**src/rtl/keypad_pkg.sv**
```systemverilog
// Shared types, key constants and the row/column-to-code map for the keypad entry block.
package keypad_pkg;

    typedef enum logic [1:0] {
        IDLE    = 2'd0,
        CONFIRM = 2'd1,
        HELD    = 2'd2,
        RELEASE = 2'd3
    } deb_state_e;

    localparam logic [3:0] KEY_CLEAR = 4'hE;
    localparam logic [3:0] KEY_ENTER = 4'hF;

    // Bottom row carries '*' (E), '0', '#' (F) and 'D'.
    function automatic logic [3:0] keymap(input logic [1:0] row, input logic [1:0] col);
        logic [3:0] code;
        case ({row, col})
            4'h0:    code = 4'h1;
            4'h1:    code = 4'h2;
            4'h2:    code = 4'h3;
            4'h3:    code = 4'hA;
            4'h4:    code = 4'h4;
            4'h5:    code = 4'h5;
            4'h6:    code = 4'h6;
            4'h7:    code = 4'hB;
            4'h8:    code = 4'h7;
            4'h9:    code = 4'h8;
            4'hA:    code = 4'h9;
            4'hB:    code = 4'hC;
            4'hC:    code = 4'hE;
            4'hD:    code = 4'h0;
            4'hE:    code = 4'hF;
            4'hF:    code = 4'hD;
            default: code = 4'h0;
        endcase
        return code;
    endfunction

endpackage

```
**src/rtl/keypad_debounce.sv**
```systemverilog
// Press/release debounce FSM, advanced once per completed keypad scan.
module keypad_debounce
    import keypad_pkg::*;
#(
    parameter int DEBOUNCE_SCANS = 4
) (
    input  logic       clk,
    input  logic       reset,
    input  logic       scan_done,
    input  logic       result_valid,
    input  logic [3:0] result_code,
    output logic       key_valid,
    output logic [3:0] key_code
);

    localparam int CW = $clog2(DEBOUNCE_SCANS + 1);
    localparam logic [CW-1:0] CNT_ONE  = CW'(1);
    localparam logic [CW-1:0] CNT_DONE = CW'(DEBOUNCE_SCANS);

    deb_state_e    state_r, state_n;
    logic [CW-1:0] cnt_r, cnt_n;
    logic [3:0]    code_r, code_n;
    logic          fire_s;
    logic          key_valid_r;
    logic [3:0]    key_code_r;

    // State, count and captured-code registers.
    always_ff @(posedge clk or posedge reset) begin
        if (reset) begin
            state_r <= IDLE;
            cnt_r   <= '0;
            code_r  <= 4'h0;
        end else begin
            state_r <= state_n;
            cnt_r   <= cnt_n;
            code_r  <= code_n;
        end
    end

    // Next-state logic; fire_s marks the single confirming transition into HELD.
    always_comb begin
        state_n = state_r;
        cnt_n   = cnt_r;
        code_n  = code_r;
        fire_s  = 1'b0;
        if (scan_done) begin
            case (state_r)
                IDLE: begin
                    if (result_valid) begin
                        code_n = result_code;
                        cnt_n  = CNT_ONE;
                        if (CNT_DONE == CNT_ONE) begin
                            state_n = HELD;
                            fire_s  = 1'b1;
                        end else begin
                            state_n = CONFIRM;
                        end
                    end else begin
                        state_n = IDLE;
                    end
                end
                CONFIRM: begin
                    if (result_valid && (result_code == code_r)) begin
                        cnt_n = cnt_r + CNT_ONE;
                        if (cnt_n == CNT_DONE) begin
                            state_n = HELD;
                            fire_s  = 1'b1;
                        end else begin
                            state_n = CONFIRM;
                        end
                    end else begin
                        state_n = IDLE;
                    end
                end
                HELD: begin
                    if (!result_valid) begin
                        cnt_n   = CNT_ONE;
                        state_n = (CNT_DONE == CNT_ONE) ? IDLE : RELEASE;
                    end else begin
                        state_n = HELD;
                    end
                end
                RELEASE: begin
                    if (!result_valid) begin
                        cnt_n = cnt_r + CNT_ONE;
                        if (cnt_n == CNT_DONE) begin
                            state_n = IDLE;
                        end else begin
                            state_n = RELEASE;
                        end
                    end else begin
                        state_n = HELD;
                    end
                end
                default: state_n = IDLE;
            endcase
        end else begin
            state_n = state_r;
        end
    end

    // Registered confirmation strobe and code.
    always_ff @(posedge clk or posedge reset) begin
        if (reset) begin
            key_valid_r <= 1'b0;
            key_code_r  <= 4'h0;
        end else begin
            key_valid_r <= fire_s;
            if (fire_s) begin
                key_code_r <= result_code;
            end else begin
                key_code_r <= key_code_r;
            end
        end
    end

    assign key_valid = key_valid_r;
    assign key_code  = key_code_r;

endmodule

```
**src/rtl/keypad_bcd_entry.sv**
```systemverilog
// 4x4 keypad scanner with debounce and two-digit BCD entry.
// Optional press beep is built when KEYPAD_BEEP_EN is defined.
module keypad_bcd_entry
    import keypad_pkg::*;
#(
    parameter int SCAN_DIV       = 50000,
    parameter int DEBOUNCE_SCANS = 4,
    parameter int BEEP_CYCLES    = 2500000
) (
    input  logic       clk_50MHz,
    input  logic       reset,
    input  logic [3:0] row_in,
    output logic [3:0] col_drive,
    output logic       key_valid,
    output logic [3:0] key_code,
    output logic [3:0] ones,
    output logic [3:0] tens,
    output logic       load_pulse,
    output logic       key_beep
);

    localparam int DW = $clog2(SCAN_DIV);
    localparam logic [DW-1:0] DWELL_LAST = DW'(SCAN_DIV - 1);

    logic [3:0]    row_meta_r, row_sync_r;
    logic [DW-1:0] dwell_r;
    logic [1:0]    col_idx_r;
    logic [3:0]    col_drive_r;
    logic          dwell_last_s;

    logic [1:0]    col_cnt_s, tot_cnt_s, acc_cnt_r;
    logic [3:0]    col_code_s, tot_code_s, acc_code_r;
    logic          scan_done_r, result_valid_r;
    logic [3:0]    result_code_r;

    logic          key_valid_s;
    logic [3:0]    key_code_s;
    logic [3:0]    ones_r, tens_r;
    logic          load_pulse_r;

    assign dwell_last_s = (dwell_r == DWELL_LAST);

    // Two-flop synchroniser for the asynchronous, idle-high rows.
    always_ff @(posedge clk_50MHz or posedge reset) begin
        if (reset) begin
            row_meta_r <= 4'hF;
            row_sync_r <= 4'hF;
        end else begin
            row_meta_r <= row_in;
            row_sync_r <= row_meta_r;
        end
    end

    // Dwell counter and rotating one-hot-low column drive.
    always_ff @(posedge clk_50MHz or posedge reset) begin
        if (reset) begin
            dwell_r     <= '0;
            col_idx_r   <= 2'd0;
            col_drive_r <= 4'b1110;
        end else if (dwell_last_s) begin
            dwell_r     <= '0;
            col_idx_r   <= col_idx_r + 2'd1;
            col_drive_r <= {col_drive_r[2:0], col_drive_r[3]};
        end else begin
            dwell_r     <= dwell_r + DW'(1);
            col_idx_r   <= col_idx_r;
            col_drive_r <= col_drive_r;
        end
    end

    // Keys seen in the current column, merged with the scan so far; counts saturate at 2.
    always_comb begin
        col_cnt_s  = 2'd0;
        col_code_s = 4'h0;
        for (int r = 0; r < 4; r++) begin
            if (!row_sync_r[r]) begin
                col_code_s = keymap(2'(r), col_idx_r);
                col_cnt_s  = (col_cnt_s == 2'd2) ? 2'd2 : col_cnt_s + 2'd1;
            end else begin
                col_cnt_s = col_cnt_s;
            end
        end
        if (col_idx_r == 2'd0) begin
            tot_cnt_s  = col_cnt_s;
            tot_code_s = col_code_s;
        end else begin
            tot_cnt_s  = ((acc_cnt_r + col_cnt_s) > 2'd2 || acc_cnt_r == 2'd2 || col_cnt_s == 2'd2)
                         ? 2'd2 : acc_cnt_r + col_cnt_s;
            tot_code_s = (col_cnt_s != 2'd0) ? col_code_s : acc_code_r;
        end
    end

    // Scan accumulator and the per-scan result handed to the debouncer.
    always_ff @(posedge clk_50MHz or posedge reset) begin
        if (reset) begin
            acc_cnt_r      <= 2'd0;
            acc_code_r     <= 4'h0;
            scan_done_r    <= 1'b0;
            result_valid_r <= 1'b0;
            result_code_r  <= 4'h0;
        end else if (dwell_last_s) begin
            acc_cnt_r      <= tot_cnt_s;
            acc_code_r     <= tot_code_s;
            scan_done_r    <= (col_idx_r == 2'd3);
            result_valid_r <= (tot_cnt_s == 2'd1);
            result_code_r  <= tot_code_s;
        end else begin
            scan_done_r    <= 1'b0;
        end
    end

    keypad_debounce #(
        .DEBOUNCE_SCANS(DEBOUNCE_SCANS)
    ) u_debounce (
        .clk         (clk_50MHz),
        .reset       (reset),
        .scan_done   (scan_done_r),
        .result_valid(result_valid_r),
        .result_code (result_code_r),
        .key_valid   (key_valid_s),
        .key_code    (key_code_s)
    );

    // Digit entry: shift in 0-9, clear on '*', strobe load on '#'.
    always_ff @(posedge clk_50MHz or posedge reset) begin
        if (reset) begin
            ones_r       <= 4'h0;
            tens_r       <= 4'h0;
            load_pulse_r <= 1'b0;
        end else begin
            load_pulse_r <= 1'b0;
            if (key_valid_s) begin
                case (key_code_s)
                    4'h0, 4'h1, 4'h2, 4'h3, 4'h4,
                    4'h5, 4'h6, 4'h7, 4'h8, 4'h9: begin
                        tens_r <= ones_r;
                        ones_r <= key_code_s;
                    end
                    KEY_CLEAR: begin
                        tens_r <= 4'h0;
                        ones_r <= 4'h0;
                    end
                    KEY_ENTER: load_pulse_r <= 1'b1;
                    default:   load_pulse_r <= 1'b0;
                endcase
            end else begin
                ones_r <= ones_r;
            end
        end
    end

`ifdef KEYPAD_BEEP_EN
    localparam int BW = $clog2(BEEP_CYCLES + 1);
    logic [BW-1:0] beep_cnt_r;
    logic          beep_r;

    // Beep stays high BEEP_CYCLES cycles after each confirmed key; a new key restarts it.
    always_ff @(posedge clk_50MHz or posedge reset) begin
        if (reset) begin
            beep_cnt_r <= '0;
            beep_r     <= 1'b0;
        end else if (key_valid_s) begin
            beep_cnt_r <= BW'(BEEP_CYCLES - 1);
            beep_r     <= 1'b1;
        end else if (beep_cnt_r != '0) begin
            beep_cnt_r <= beep_cnt_r - BW'(1);
            beep_r     <= 1'b1;
        end else begin
            beep_r     <= 1'b0;
        end
    end

    assign key_beep = beep_r;
`else
    assign key_beep = 1'b0;
`endif

    assign col_drive  = col_drive_r;
    assign key_valid  = key_valid_s;
    assign key_code   = key_code_s;
    assign ones       = ones_r;
    assign tens       = tens_r;
    assign load_pulse = load_pulse_r;

endmodule

```
**config.mk**
```make
export PLATFORM = sky130hd
export DESIGN_NAME = keypad_bcd_entry
export DESIGN_NICKNAME = d
export VERILOG_FILES = /design/src/rtl/keypad_pkg.sv /design/src/rtl/keypad_debounce.sv /design/src/rtl/keypad_bcd_entry.sv
export SDC_FILE = /design/constraint.sdc
export NUM_CORES = 1
export LEC_CHECK = 0
export CORE_MARGIN = 8
export CORE_UTILIZATION = 50
export DETAILED_ROUTE_END_ITERATION = 8
export PLACE_DENSITY = 0.74
export SLEW_MARGIN = 20
export SYNTH_ARGS = -nofsm -noshare
export SYNTH_HDL_FRONTEND = slang
export SYNTH_HIERARCHICAL = 1
export SYNTH_SLANG_ARGS = --single-unit
export TNS_END_PERCENT = 5
```
**constraint.sdc**
```tcl
create_clock -name clk_50MHz -period 4 [get_ports clk_50MHz]
set_clock_uncertainty 0.1 [all_clocks]
set_input_delay 0.4 -clock clk_50MHz [delete_from_list [all_inputs] [get_ports clk_50MHz]]
set_output_delay 0.4 -clock clk_50MHz [all_outputs]
set_load 0.1 [all_outputs]
```
==> results of run 1 <==
-- cells in the final DEF (no fill, tap or decap), types with 2 or more instances in the layout --
cell	instances
a211oi_1	2
a21oi_1	4
a221oi_1	2
a31oi_1	5
a32o_1	2
and2_1	4
and3_1	2
clkbuf_8	11
clkdlybuf4s50_1	23
clkinv_2	4
dfrtp_1	50
dfstp_2	11
ha_1	13
inv_1	14
mux2_1	4
mux2_2	11
mux2i_1	4
nand2_1	37
nand2b_1	3
nand3_1	13
nand4bb_1	2
nor2_1	23
nor2b_1	2
nor3_1	4
nor4_4	2
o211ai_1	2
o21ai_0	16
o22ai_1	2
o311a_1	2
o31ai_1	3
or2_2	3
xnor2_1	10
xor2_1	10
-- per-stage QoR --
stage               total power, mW  hold slack [ps]  util (%)
finish                        1.163            251.2     59.68
global route                  1.212            258.2     59.68
CTS                           1.179            256.5     59.66
detailed placement           0.6845            247.2     56.66
global placement             0.6824            245.8     56.66
floorplan                    0.6712            189.2         -
-- metal layers --
layer  part of all wire, %  track usage, %  up-vias
met5                     0               0        -
met4                  0.97           5.284        0
met3                   5.3           5.873        7
met2                    48           21.49       43
met1                    45           16.11     1084
li1                      -               -     1061
-- critical path: stages, from the launching register on --
cell and delay [ps]:
dfstp_2 570, inv_1 90, ha_1 280, mux2i_1 320, ha_1 220, nor2_1 70
a21oi_1 220, ha_1 280, or3b_2 460, a221oi_1 290, mux2i_1 140, nand2_1 80
o21ai_0 80
-- worst paths after layout --
check,end,cells after the start,startpoint
setup / recovery,acc_cnt_r[1]$_DFFE_PP0N_,12,row_sync_r[1]$_DFF_PP1_
hold / removal,row_sync_r[1]$_DFF_PP1_,0,row_meta_r[1]$_DFF_PP1_
setup reg to reg,acc_cnt_r[1]$_DFFE_PP0N_,12,row_sync_r[1]$_DFF_PP1_
hold reg to reg,row_sync_r[1]$_DFF_PP1_,0,row_meta_r[1]$_DFF_PP1_
max in group asynchronous,col_idx_r[0]$_DFFE_PP0N_,2,reset
min in group asynchronous,u_debounce/key_code[2]$_DFFE_PP0P_,2,reset
-- layout make-up --
| type | count | share of cell area (%) |
|---|---|---|
| multi-input combinational | 206 | 40.37 |
| clock inverter | 4 | 0.6374 |
| timing repair buffer | 24 | 6.728 |
| tap | 75 | 2.656 |
| inverter | 15 | 1.629 |
| sequential | 61 | 43.59 |
| clock buffer | 12 | 4.391 |
-- synthesized netlist by cell type, types with 5 or more instances --
library cell / number
dfrtp_1: 50
o21ai_0: 16
xor2_1: 10
nand2_1: 37
xnor2_1: 10
nand3_1: 13
nor2_1: 23
clkbuf_1: 6
ha_1: 13
dfstp_2: 11
a31oi_1: 5
mux2_2: 11
inv_1: 15
-- sequential cells by signal, summed over array words and instances (netlist names), 2 cells and up --
signal               cells
ones                     4
acc_cnt_r                2
u_debounce/key_code      4
u_debounce/cnt_r         3
row_sync_r               4
tens                     4
result_code_r            4
row_meta_r               4
u_debounce/state_r       2
dwell_r                 16
col_drive                4
col_idx_r                2
u_debounce/code_r        4
-- kinds of logic (layout without fill, tap and decap cells) --
kind of cell,count (synthesis),after routing,synth area share (%)
XOR/XNOR,20,20,5.705
flip-flops,61,61,50.16
AND/OR/NAND/NOR,106,106,18.34
multiplexers,19,19,6.805
adder cells (fa/ha/maj),13,13,5.298
buffers and inverters,25,55,3.382
AO/OA/AOI/OAI,47,47,10.19
other,1,1,0.1221
-- report_power, final --
part / internal [mW] / switching (mW) / total, mW
sequential: 0.625 / 0.00506 / 0.630
clock: 0.255 / 0.235 / 0.490
combinational: 0.0141 / 0.0288 / 0.0428
total: 0.894 / 0.269 / 1.16
==> results by group, run 1 <==
Outcome
  • Status: finished, final reports clean

Clock network
  • Post-CTS Setup Repair Bufs: 0
  • Clk_lat worst skew: around 340 ps
  • Num Clock Sinks: a little over 60
  • CTS H-tree depth: 3
  • Inserted Clock Buffers: 9
  • CTS tree: built
  • Clk root buf: clkbuf_8
  • Worst-path clk slew: roughly 70 ps
  • Hold buffers post-CTS: 0
  • Clk buf depth: 2
  • Post_cts resized: 0

Die
  • Die ar.: just under 9000 um2
  • Die W: approximately 94 um
  • Core area: between 5000 and 6000 um2
  • DIE HEIGHT: 94.37 um
  • Io pins: 25
  • Core Rows: 28
  • Initial Utilization: between 50 and 60%

STA
  • Setup TNS: 0 ps
  • Final Critical Period: around 3400 ps
  • Worst slew pin tran: ~990 ps
  • Setup slack after layout: about 650 ps
  • Fin. Hold Viols: 0
  • Pins Over Slew Limit: 0
  • Final Cycle Share: around 84%
  • Final setup vio count: 0
  • Normalized max-slew margin: about a third
  • RSZ-0062 raised after global routing: false
  • Max Fclk: 298.2 MHz

Final layout
  • Post-route cell area: 3533 um2
  • Share of cells above drive strength 1: 15.22%
  • Final Instance Count excl. Fillers: ~400
  • Nets@finish: about 340
  • Ant diodes: 0
  • Area Growth Syn to Fin: 15.08%
  • Fillcell total: 490
  • Multi-input logic area: between 1000 and 1500 um2
  • Reg area: 1540 um2

Global routing
  • First-pass GRT wire length: 9.577 mm
  • Largest net degree at the start of global routing: 48
  • Total track usage: 13.64%
  • Remaining Overflow, GRT: 0
  • Initial antenna violation count: 0
  • Vias in the first global route: between 2000 and 2500

Drt
  • DR iter-0 viols: roughly 110
  • TritonRoute pass-1 iters: 4
  • ANT nets after route: 0
  • DRC viols: 0
  • Total Wirelength: 5.662 mm
  • Vias: 2195
  • Vias per cell: around 5.5
  • Drt wl/cell: about 14 um

Synth
  • Share of the synthesized area in the top cell type: between 40 and 50%
  • Post-Syn Area per Cell: ~11 um2
  • Synthesized area: between 3000 and 4000 um2
  • Cell count after synthesis: between 200 and 300
  • Synth Flop Type: dfrtp_1
  • Ys async rst share: 100.0%
  • Seq cells post-synth: 61
  • Synth warnings: 6
  • Synth area leader: dfrtp_1
  • EDFF count, synth: 0
  • Largest cells by area after synthesis: dfrtp_1 41%, dfstp_2 9.4%, ha_1 5.3%, nand2_1 4.5%, mux2_2 4.0%
  • Register area share after synthesis: around 50%
  • Synthesized Nets: 311
  • Post-synth cell types: 52

Place
  • Placed Area: 3354 um2
  • GP Congestion: 0.8463
  • HPWL after detailed placement: 4.024 mm
  • Cell Count Post-Placement: about 380
  • Port Buf Inserts: 23
  • Dpl ws: 661.3 ps

Worst setup path
  • Crit path launch type: flip-flop
  • Crit path arrival time: 3440 ps
  • Reg-to-reg slack, setup: ~650 ps
  • CP max FO: 6
  • Worst path required time: about 4100 ps
  • CP Class: reg2reg
  • Setup crit end kind: flip-flop

Power
  • Pwr Density: ~330 nW/um2
  • Worst vdd ir: 0.0002262 V
  • Leakage: ~1.6 nW

Min path
  • Hold Path Class: reg2reg

Job
  • Max cap viols: 0
Note: power is estimated with default switching activity, not from simulation.
==> run 2, diff against run 1 <==
--- a/config.mk
+++ b/config.mk
@@ -8,7 +8,7 @@
 export CORE_MARGIN = 8
 export CORE_UTILIZATION = 50
 export DETAILED_ROUTE_END_ITERATION = 8
-export PLACE_DENSITY = 0.74
+export PLACE_DENSITY = 0.77
 export SLEW_MARGIN = 20
 export SYNTH_ARGS = -nofsm -noshare
 export SYNTH_HDL_FRONTEND = slang
==> constraint.sdc (replaced) <==
create_clock -name clk_50MHz -period 2.8 [get_ports clk_50MHz]
set_clock_uncertainty 0.1 [all_clocks]
set_input_delay 0.28 -clock clk_50MHz [delete_from_list [all_inputs] [get_ports clk_50MHz]]
set_output_delay 0.28 -clock clk_50MHz [all_outputs]
set_load 0.1 [all_outputs]
==> results by group, run 2 (same netlist as run 1, synthesis figures left out) <==
Final layout
  • Most frequent cells in the layout: 50 x dfrtp_1, 37 x nand2_1, 30 x buf_4
  • Share of cells above drive strength 1: 26.43% (+11 points)
  • Ant diodes: 0 (unchanged)
  • Area Growth Syn to Fin: 18.38%
  • Commonest non-fill, non-tap cell in the layout: dfrtp_1
  • Fillcell total: 494 (+0.82%)
  • Biggest register: dwell_r
  • Post-route cell area: 3635 um2 (+2.9%)
  • Max reg flops: 16 (unchanged)
  • Nets@finish: 347 (+3.3%)

Place
  • HPWL after detailed placement: 4.074 mm (+1.3%)
  • GP Congestion: 0.8148 (-3.7%)
  • Placed Area: 3405 um2 (+1.5%)
  • Port Buf Inserts: 23 (unchanged)

Drt
  • DR iter-0 viols: 124 (+16%)
  • DRC viols: 0 (unchanged)
  • Drt wl/cell: 14.14 um (-0.87%)
  • ANT nets after route: 0 (unchanged)
  • Vias per cell: 5.419 (-2.0%)
  • Vias: 2211 (+0.73%)
  • TritonRoute pass-1 iters: 4 (unchanged)
  • Total Wirelength: 5.768 mm (+1.9%)

Clock network
  • Clk buf depth: 2 (unchanged)
  • Clk root buf: clkbuf_8
  • CTS H-tree depth: 3 (unchanged)
  • Worst-path clk slew: 80 ps (about the same)
  • Clk_lat worst skew: 350 ps (about the same)
  • Num Clock Sinks: 61 (unchanged)
  • Inserted Clock Buffers: 9 (unchanged)
  • CTS tree: built

Outcome
  • Status: complete, but fails checks
  • Failing checks: setup timing

Power
  • Pwr Density: 487.5 nW/um2 (+48%)
  • Worst vdd ir: 0.0002770 V (+22%)
  • Leakage: 1.657 nW (+6.0%)

STA
  • Final Critical Period: 2802 ps (-551.2 ps)
  • Final setup vio count: 1 (+1)
  • RSZ-0062 raised after global routing: true
  • Hold WS: 231.4 ps (-19.76 ps)
  • Setup slack after layout: -1.765 ps (-648.8 ps)
  • Max Fclk: 356.9 MHz (+20%)
  • Final Cycle Share: 100.1% (+16 points)
  • Pins Over Slew Limit: 0 (unchanged)
  • Normalized max-slew margin: 45.04% (+12 points)
  • Worst slew pin tran: 823.2 ps (-171.6 ps)
  • Fin. Hold Viols: 0 (unchanged)

Die
  • Initial Utilization: 51.86% (unchanged)
  • Io pins: 25 (unchanged)
  • DIE HEIGHT: 94.37 um (unchanged)
  • Core Rows: 28 (unchanged)
  • Die W: 94.37 um (unchanged)
  • Die ar.: 8905 um2 (unchanged)
  • Core area: 5921 um2 (unchanged)

Job
  • Max cap viols: 0 (unchanged)

Worst setup path
  • Worst path required time: 2980 ps (-1110 ps)
  • Crit path launch type: flip-flop
  • Reg-to-reg slack, setup: -2 ps (-650 ps)
  • CP Class: reg2reg
  • Setup crit end kind: flip-flop
  • Crit path arrival time: 2980 ps (-460 ps)
  • CP max FO: 6 (unchanged)

Global routing
  • First-pass GRT wire length: 10.36 mm (+8.1%)
  • Vias in the first global route: 2236 (+7.3%)
  • Largest net degree at the start of global routing: 41 (-15%)
  • Initial antenna violation count: 0 (unchanged)
  • Remaining Overflow, GRT: 0 (unchanged)
  • Total track usage: 14.86% (+1.2 points)

Min path
  • Hold Path Class: in2async
-- run 2: cell types whose count changed in the layout (fill, tap and decap cells not counted), sizes merged --
| cell | delta |
|---|---|
| buf | +29 |
| clkdlybuf4s50 | -18 |
| clkbuf | -3 |
| inv | +3 |
| bufinv | +1 |
| clkinv | -1 |
-- run 2: cell type report --
class                   instances  area (um2)  area share (%)
multi-input cells             206        1471           40.48
clock buffers                   9       123.9           3.408
repair buffers                 35       275.3           7.573
inverters                      15       56.30           1.549
clock inverters                 7       73.82           2.031
well taps                      75       93.84           2.582
flip-flops and latches         61        1540           42.38
-- run 2: worst paths after layout --
| kind | from | endpoint | depth (start not counted) |
|---|---|---|---|
| min in group clk_50MHz | row_in[1] | row_meta_r[1]$_DFF_PP1_ | 1 |
| worst min register to register | row_meta_r[1]$_DFF_PP1_ | row_sync_r[1]$_DFF_PP1_ | 0 |
| max in group asynchronous | reset | row_meta_r[0]$_DFF_PP1_ | 3 |
| worst max-delay path | row_sync_r[0]$_DFF_PP1_ | result_valid_r$_DFFE_PP0N_ | 12 |
| worst max register to register | row_sync_r[0]$_DFF_PP1_ | result_valid_r$_DFFE_PP0N_ | 12 |
| worst min-delay path | reset | u_debounce/key_code[0]$_DFFE_PP0P_ | 2 |
-- run 2: timing repair --
item,CTS,global route
hold endpoints to repair,0,0
buffers inserted,2,2
gates resized for setup,1,1
endpoints found under the setup margin,3,3
pin swaps,2,1
hold buffers,0,0
-- run 2: stage by stage --
step	util, %	cells	TNS (ps)	power [mW]	setup WS [ps]
finish	61.39	408	-1.765	1.772	-1.765
global route	61.39	408	-223.4	1.846	-132.1
CTS	61.14	406	-29.96	1.790	-29.96
detailed placement	57.50	388	-69.98	0.9926	-69.98
global placement	57.50	388	0	0.9891	42.38
floorplan	-	292	0	0.9674	2.791
-- run 2: per-layer routing --
layer  global-route usage, %  part of all wire (%)
met1                   17.80                    45
met2                   22.48                    47
met3                   4.921                   5.3
met4                   9.643                   2.8
met5                       0                     0
-- run 2: power by group --
group	leakage [nW]	internal [mW]	switching, mW	total [mW]
logic	0.758	0.0348	0.0482	0.0831
clock network	0.100	0.415	0.374	0.789
registers	0.799	0.892	0.00811	0.900
total	1.66	1.34	0.430	1.77
-- run 2: critical path, stage by stage (launching register included) --
cell and delay (ps):
dfstp_2 600, inv_2 60, ha_4 240, mux2i_4 150, ha_2 200, nor2_2 40
a21oi_2 160, ha_2 210, or3b_4 370, a221oi_2 230, mux2i_1 120, nor2_1 120
a22o_1 140
==> run 3, diff against run 2 <==
--- a/config.mk
+++ b/config.mk
@@ -5,6 +5,7 @@
 export SDC_FILE = /design/constraint.sdc
 export NUM_CORES = 1
 export LEC_CHECK = 0
+export ABC_CLOCK_PERIOD_IN_PS = 2800
 export CORE_MARGIN = 8
 export CORE_UTILIZATION = 50
 export DETAILED_ROUTE_END_ITERATION = 8
==> results of run 3 <==
Final layout, timing and power as in run 2 (identical DEF).
